**src/rtl/piso_pkg.sv**
```systemverilog
// Shared constants and helpers for the piso_8bit serializer.
package piso_pkg;

    localparam int PISO_WIDTH = 8;

    // Bits needed to count 0..w-1 frame positions.
    function automatic int cnt_width(input int w);
        return $clog2(w);
    endfunction

endpackage

```
**src/rtl/piso_bit_counter.sv**
```systemverilog
// Free-running frame position counter; frame_start flags position 0.
module piso_bit_counter
    import piso_pkg::*;
#(
    parameter int WIDTH = PISO_WIDTH
) (
    input  logic clk,
    input  logic reset,
    output logic frame_start
);

    localparam int CNT_W = cnt_width(WIDTH);
    localparam logic [CNT_W-1:0] LAST = CNT_W'(WIDTH - 1);

    logic [CNT_W-1:0] cnt_q;
    logic [CNT_W-1:0] cnt_d;

    always_comb begin
        cnt_d = cnt_q + 1'b1;
        if (cnt_q == LAST) begin
            cnt_d = '0;
        end
    end

    always_ff @(posedge clk) begin
        if (reset) begin
            cnt_q <= '0;
        end else begin
            cnt_q <= cnt_d;
        end
    end

    assign frame_start = (cnt_q == '0);

endmodule

```
**src/rtl/piso_8bit.sv**
```systemverilog
// Continuous parallel-in serial-out shifter, back-to-back WIDTH-cycle frames.
// Define PISO_LSB_FIRST_EN to serialize LSB first instead of MSB first.
module piso_8bit
    import piso_pkg::*;
#(
    parameter int WIDTH = PISO_WIDTH
) (
    input  logic [WIDTH-1:0] d,
    input  logic             clk,
    input  logic             reset,
    output logic             q
);

    logic             frame_start;
    logic [WIDTH-1:0] sr_q;
    logic [WIDTH-1:0] sr_d;
    logic             q_q;
    logic             q_d;

    piso_bit_counter #(
        .WIDTH(WIDTH)
    ) u_cnt (
        .clk        (clk),
        .reset      (reset),
        .frame_start(frame_start)
    );

    // First bit goes straight to q; sr keeps the rest, pre-aligned to the exit end.
    always_comb begin
`ifdef PISO_LSB_FIRST_EN
        if (frame_start) begin
            q_d  = d[0];
            sr_d = {1'b0, d[WIDTH-1:1]};
        end else begin
            q_d  = sr_q[0];
            sr_d = {1'b0, sr_q[WIDTH-1:1]};
        end
`else
        if (frame_start) begin
            q_d  = d[WIDTH-1];
            sr_d = {d[WIDTH-2:0], 1'b0};
        end else begin
            q_d  = sr_q[WIDTH-1];
            sr_d = {sr_q[WIDTH-2:0], 1'b0};
        end
`endif
    end

    always_ff @(posedge clk) begin
        if (reset) begin
            sr_q <= '0;
            q_q  <= 1'b0;
        end else begin
            sr_q <= sr_d;
            q_q  <= q_d;
        end
    end

    assign q = q_q;

endmodule

```
**config.mk**
```make
export PLATFORM = sky130hd
export DESIGN_NAME = piso_8bit
export DESIGN_NICKNAME = d
export VERILOG_FILES = /design/src/rtl/piso_pkg.sv /design/src/rtl/piso_bit_counter.sv /design/src/rtl/piso_8bit.sv
export SDC_FILE = /design/constraint.sdc
export NUM_CORES = 1
export LEC_CHECK = 0
export CELL_PAD_IN_SITES_DETAIL_PLACEMENT = 1
export CELL_PAD_IN_SITES_GLOBAL_PLACEMENT = 2
export CORE_UTILIZATION = 28
export DETAILED_ROUTE_END_ITERATION = 10
export PLACE_DENSITY = 0.68
export RECOVER_POWER = 100
export SYNTH_ARGS = -nofsm -noshare
export SYNTH_HDL_FRONTEND = slang
export SYNTH_SLANG_ARGS = --single-unit
```
**constraint.sdc**
```tcl
create_clock -name clk -period 1.51 [get_ports clk]
set_input_delay 0.302 -clock clk [delete_from_list [all_inputs] [get_ports clk]]
set_output_delay 0.302 -clock clk [all_outputs]
set_load 0.02 [all_outputs]
```
==> Word level (Yosys, flattened, before mapping) <==
Cells that the tools add are included.
{ "word_totals": {"memories": 0, "latch_bits": 0, "elab_cells": 9, "register_bits": 12, "romBits": 0, "input_bits": 10, "mem_bits_rw": 0} }
{ "op_classes": {"div": 0, "shifts": 0, "n_reduce_logical": 2, "n_eq_ne": 1, "bitwise": 0, "order_cmp": 0, "mul": 0, "addsub": 1, "n_mux": 2} }
{ "ops": {"columns": ["operator", "n"], "rows": [
  ["$mux 8", 1],
  ["$add 3x1->3 const B", 1],
  ["$eq 3x3->1 const B", 1],
  ["$logic_not 3->1", 1],
  ["$reduce_or 2->1", 1],
  ["$mux 1", 1]
]} }

==> Longest topological paths before layout <==
{ "depth": {"ltp_word": 2, "ltp_mapped": 4, "depth_no_buf": 4} }

==> Cells and area by module <==
From an unflattened synthesis, not the netlist that was laid out.
{ "unflattened": {"hier_cells": 37, "hier_area_um2": 414.1} }
{ "modules_own_cells": {"columns": ["module", "cells_per_inst", "seq_area_each_um2", "area_each_um2", "instances"], "rows": [
  ["piso_8bit", 25, 160.2, 282.8, 1],
  ["piso_bit_counter", 12, 60.1, 131.4, 1]
]} }

==> Worst setup path before layout <==
Ideal clock, no wire load.
{ "synth_timing": {"path_kind": "register to register", "from": "reg u_cnt.cnt_q[0]", "to": "reg sr_q[1]", "stages_incl_launch_ff": 5, "setup_time_ns": 0.116, "arrival_time_ns": 0.993, "t_required_ns": 1.394, "path_slack_ns": 0.401, "synth_period_minus_slack_ns": 1.109, "cell_sequence": "dfxtp_1 > inv_1 > ha_1 > and2b_4 > and3b_1"} }
{ "synth_via": {"elab_chain_cells": 2} }
{ "synth_rtl": {"columns": ["element", "line_no", "rtl"], "rows": [
  ["from (decl)", "piso_bit_counter.sv:15", "logic [CNT_W-1:0] cnt_q;"],
  ["from (signal assigned)", "piso_bit_counter.sv:29", "cnt_q <= cnt_d;"],
  ["$logic_not 3->1", "piso_bit_counter.sv:33", "assign frame_start = (cnt_q == '0);"],
  ["$mux 8", "piso_8bit.sv:39", "if (frame_start) begin"],
  ["to (signal assigned)", "piso_8bit.sv:54", "sr_q <= sr_d;"],
  ["to (decl)", "piso_8bit.sv:15", "logic [WIDTH-1:0] sr_q;"]
]} }
Every way passes these cells.
A chain may end at the register's enable or synchronous reset.

==> Final worst setup path <==
{ "layout_timing": {"from": "reg q_q, in the netlist q", "to": "out q"} }
{ "layout_rtl": {"columns": ["element", "line_no", "rtl"], "rows": [
  ["from (decl)", "piso_8bit.sv:17", "logic q_q;"],
  ["from (signal assigned)", "piso_8bit.sv:55", "q_q <= q_d;"],
  ["to (decl)", "piso_8bit.sv:11", "output logic q"]
]} }
No word-level cell between the ends.

==> results by group <==
Timing
  • Worst slew pin tran: 0.483 ns
  • Final number of hold-violating endpoints: 0
  • Highest clock rate: 682 MHz
  • Clk_skew: 0.00493 ns
  • RSZ-0062 raised after global routing: false
  • Final Setup Violations: 0
  • Slew Limit Headroom: 67.7%
  • Fin crit share: 97.1%
  • Setup TNS: 0 ns
  • Crit path time final: 1.47 ns
  • Max Slew Vio Count: 0

GRT
  • Initial antenna violation count: 0
  • Largest net degree at the start of global routing: 19
  • Tot GR Track Use: 13.5%
  • Grt ovf: 0
  • Number of global-route vias before repair: 382
  • First-pass GRT wire length: 1.75 mm

Worst hold path
  • Hold path startpoint: sr_q[3]
  • Worst hold path type: flip-flop to flip-flop
  • WHS Endpoint: sr_q[4]
  • Hold path depth: 2

Cells and area
  • Area Growth Syn to Fin: 29.8%
  • Share of layout cells above drive strength 1: 5.36%
  • Final Cell Area: 606 µm²
  • # diodes: 0
  • Nets: 70

Critical path
  • Cells on worst reg2reg path: 4
  • Worst-path fanout max: 1
  • CP peak stage delay: 0.59 ns
  • R2r startpoint: u_cnt.cnt_q[0]
  • CP max stage cell: clkdlybuf4s50_1
  • CP delay by family, top: buffers and inverters
  • CP Capture Type: primary output
  • Cells along the critical path: clkdlybuf4s50_1
  • R2R setup slack: 0.19 ns
  • Critical path data required time: 1.21 ns
  • Buffers and inverters on the worst path: 1
  • Reg2reg end: sr_q[1]
  • Worst path arrival time: 1.16 ns
  • Startpoint Class: flip-flop
  • WS Path Type: flip-flop to primary output

Clock network
  • CTS tree: yes
  • Clock slew at reported path FFs: 0.07 ns
  • CTS max path bufs: 2
  • H-tree levels: 1
  • TritonCTS Buffers: 3
  • Skew-Pair Late Insertion Delay: 0.27 ns
  • # resized after CTS: 0
  • Post-CTS Hold Buffers: 0
  • Clock Sinks: 11
  • CTS root buffer: clkbuf_4
  • Postcts setup bufs: 0

Power
  • Leak: 0.000229 µW
  • PD cells: 1050 nW/µm²
  • VDD IR max: 0.443 mV

Floorplan
  • Starting density of the core: 30.6%
  • Core area: 1520 µm²
  • I/O pin total: 11
  • FP Rows: 14
  • Die H: 42.8 µm
  • Die ar.: 1830 µm²
  • Chip Width: 42.8 µm

Flow run
  • Max-cap viol count: 0

Synth
  • Area share of the largest cell type after synthesis: 47.2%
  • Syn Inst Count: 43
  • Cell Area, Synth: 467 µm²
  • Synth top cells by count: dfxtp_1 (11), nand2b_1 (7), nand4bb_1 (7)
  • Async set-or-reset flop fraction in the synthesized netlist: 0%
  • Count leader, synth: dfxtp_1
  • Primary FF master, synth: dfxtp_1
  • Main area contributors after synthesis: dfxtp_1 (47%), nand4bb_1 (17%), nand2b_1 (9.4%)
  • Syn. warnings: 0
  • Post-synthesis sequential area ratio: 47.2%
  • Flops & latches, synth: 11
  • Number of enable flip-flop cells after synthesis: 0
  • Yosys top cell by area: dfxtp_1
  • Syn nets: 56
  • Syn Area/Cell: 10.9 µm²
  • Netlist cell types: 12

Detailed routing
  • Via count: 370
  • DR vias/cell: 5.14
  • Iteration-0 DRC Markers: 4
  • Final ANT Viol Nets: 0
  • DRC: 0
  • Routed len/inst: 14.4 µm
  • Drt pass-1 iters: 4
  • Detailed Route WL: 1.03 mm

Placed design
  • Buffers added on ports: 10
  • Placed Area: 582 µm²
  • GPL Wtd Cong: 0.577
  • DP HPWL: 741 µm

Status
  • Status: finished clean
[metrics by stage]
| stage | hold slack (ns) | std cells | utilization [%] | total power [µW] | worst slack [ns] |
|---|---|---|---|---|---|
| global route | 0.476 | 72 | 39.7 | 668 | 0.0159 |
| detailed placement | 0.441 | 68 | 38.2 | 446 | 0.0101 |
| finish | 0.460 | 72 | 39.7 | 633 | 0.0436 |
| CTS | 0.451 | 72 | 39.9 | 653 | 0.0288 |
| global placement | 0.436 | 68 | 38.2 | 435 | 0.119 |
| floorplan | 0.427 | 43 | - | 395 | 0.401 |
[where the power goes]
group / switching, µW / internal [µW] / total (µW)
Sequential: 12.7 / 317 / 330
Combinational: 43.3 / 56.6 / 99.9
Clock: 101 / 102 / 203
Total: 157 / 476 / 633
[worst max path at each step]
| stage | from | to | slack, ns | depth (start not counted) |
|---|---|---|---|---|
| final | q | q | 0.04 | 1 |
| after CTS | q | q | 0.03 | 1 |
| after floorplan | u_cnt.cnt_q[0] | sr_q[1] | 0.40 | 4 |
| after global placement | reset | sr_q[7] | 0.12 | 3 |
| after global routing | q | q | 0.02 | 1 |
| after detailed placement | reset | sr_q[7] | 0.01 | 3 |
[kinds of logic after synthesis]
group / count (synthesis) / share of synthesized area (%)
DFF: 11 / 47.2
AOI/OAI and AO/OA: 7 / 7.51
buffers and inverters: 3 / 2.68
adders and majority gates: 3 / 8.04
and+or+nand+nor: 19 / 34.6
[cells in the final DEF (no fill, tap or decap)]
master | synthesis | layout
inv_1 | 2 | 2
ha_1 | 3 | 3
nand2b_1 | 7 | 7
o21ai_0 | 2 | 7
nor3b_1 | 2 | 2
clkbuf_4 | 0 | 3
clkbuf_1 | 0 | 1
dfxtp_1 | 11 | 11
nor3_1 | 1 | 1
and2b_1 | 0 | 1
dlygate4sd3_1 | 0 | 1
clkdlybuf4s50_1 | 0 | 9
and3b_1 | 1 | 1
nand4bb_1 | 7 | 7
[layer usage]
layer	GRT usage, %	vias up	share of wire [%]
met5	0	-	0
met4	11.3	0	3.0
met3	3.40	4	4.8
met2	22.1	10	54
met1	14.4	177	38
li1	-	179	-
[tightest hold or removal path, cell delays in order, from the launching register on]
cell and delay, ns:
dfxtp_1 0.30, nand2b_1 0.05, o21ai_0 0.06
[registers in the layout, summed over array words and instances (netlist names)]
register	count
sr_q	7
u_cnt.cnt_q	3
q	1
[layout make-up]
cell class | instances | area, µm²
Sequential cell | 11 | 220
Clock buffer | 4 | 26.3
Fill cell | 171 | 918
Timing Repair Buffer | 10 | 100
Tap cell | 16 | 20.0
Multi-Input combinational cell | 29 | 231
Inverter | 2 | 7.51
No activity file was read; power rests on OpenSTA's default activity.
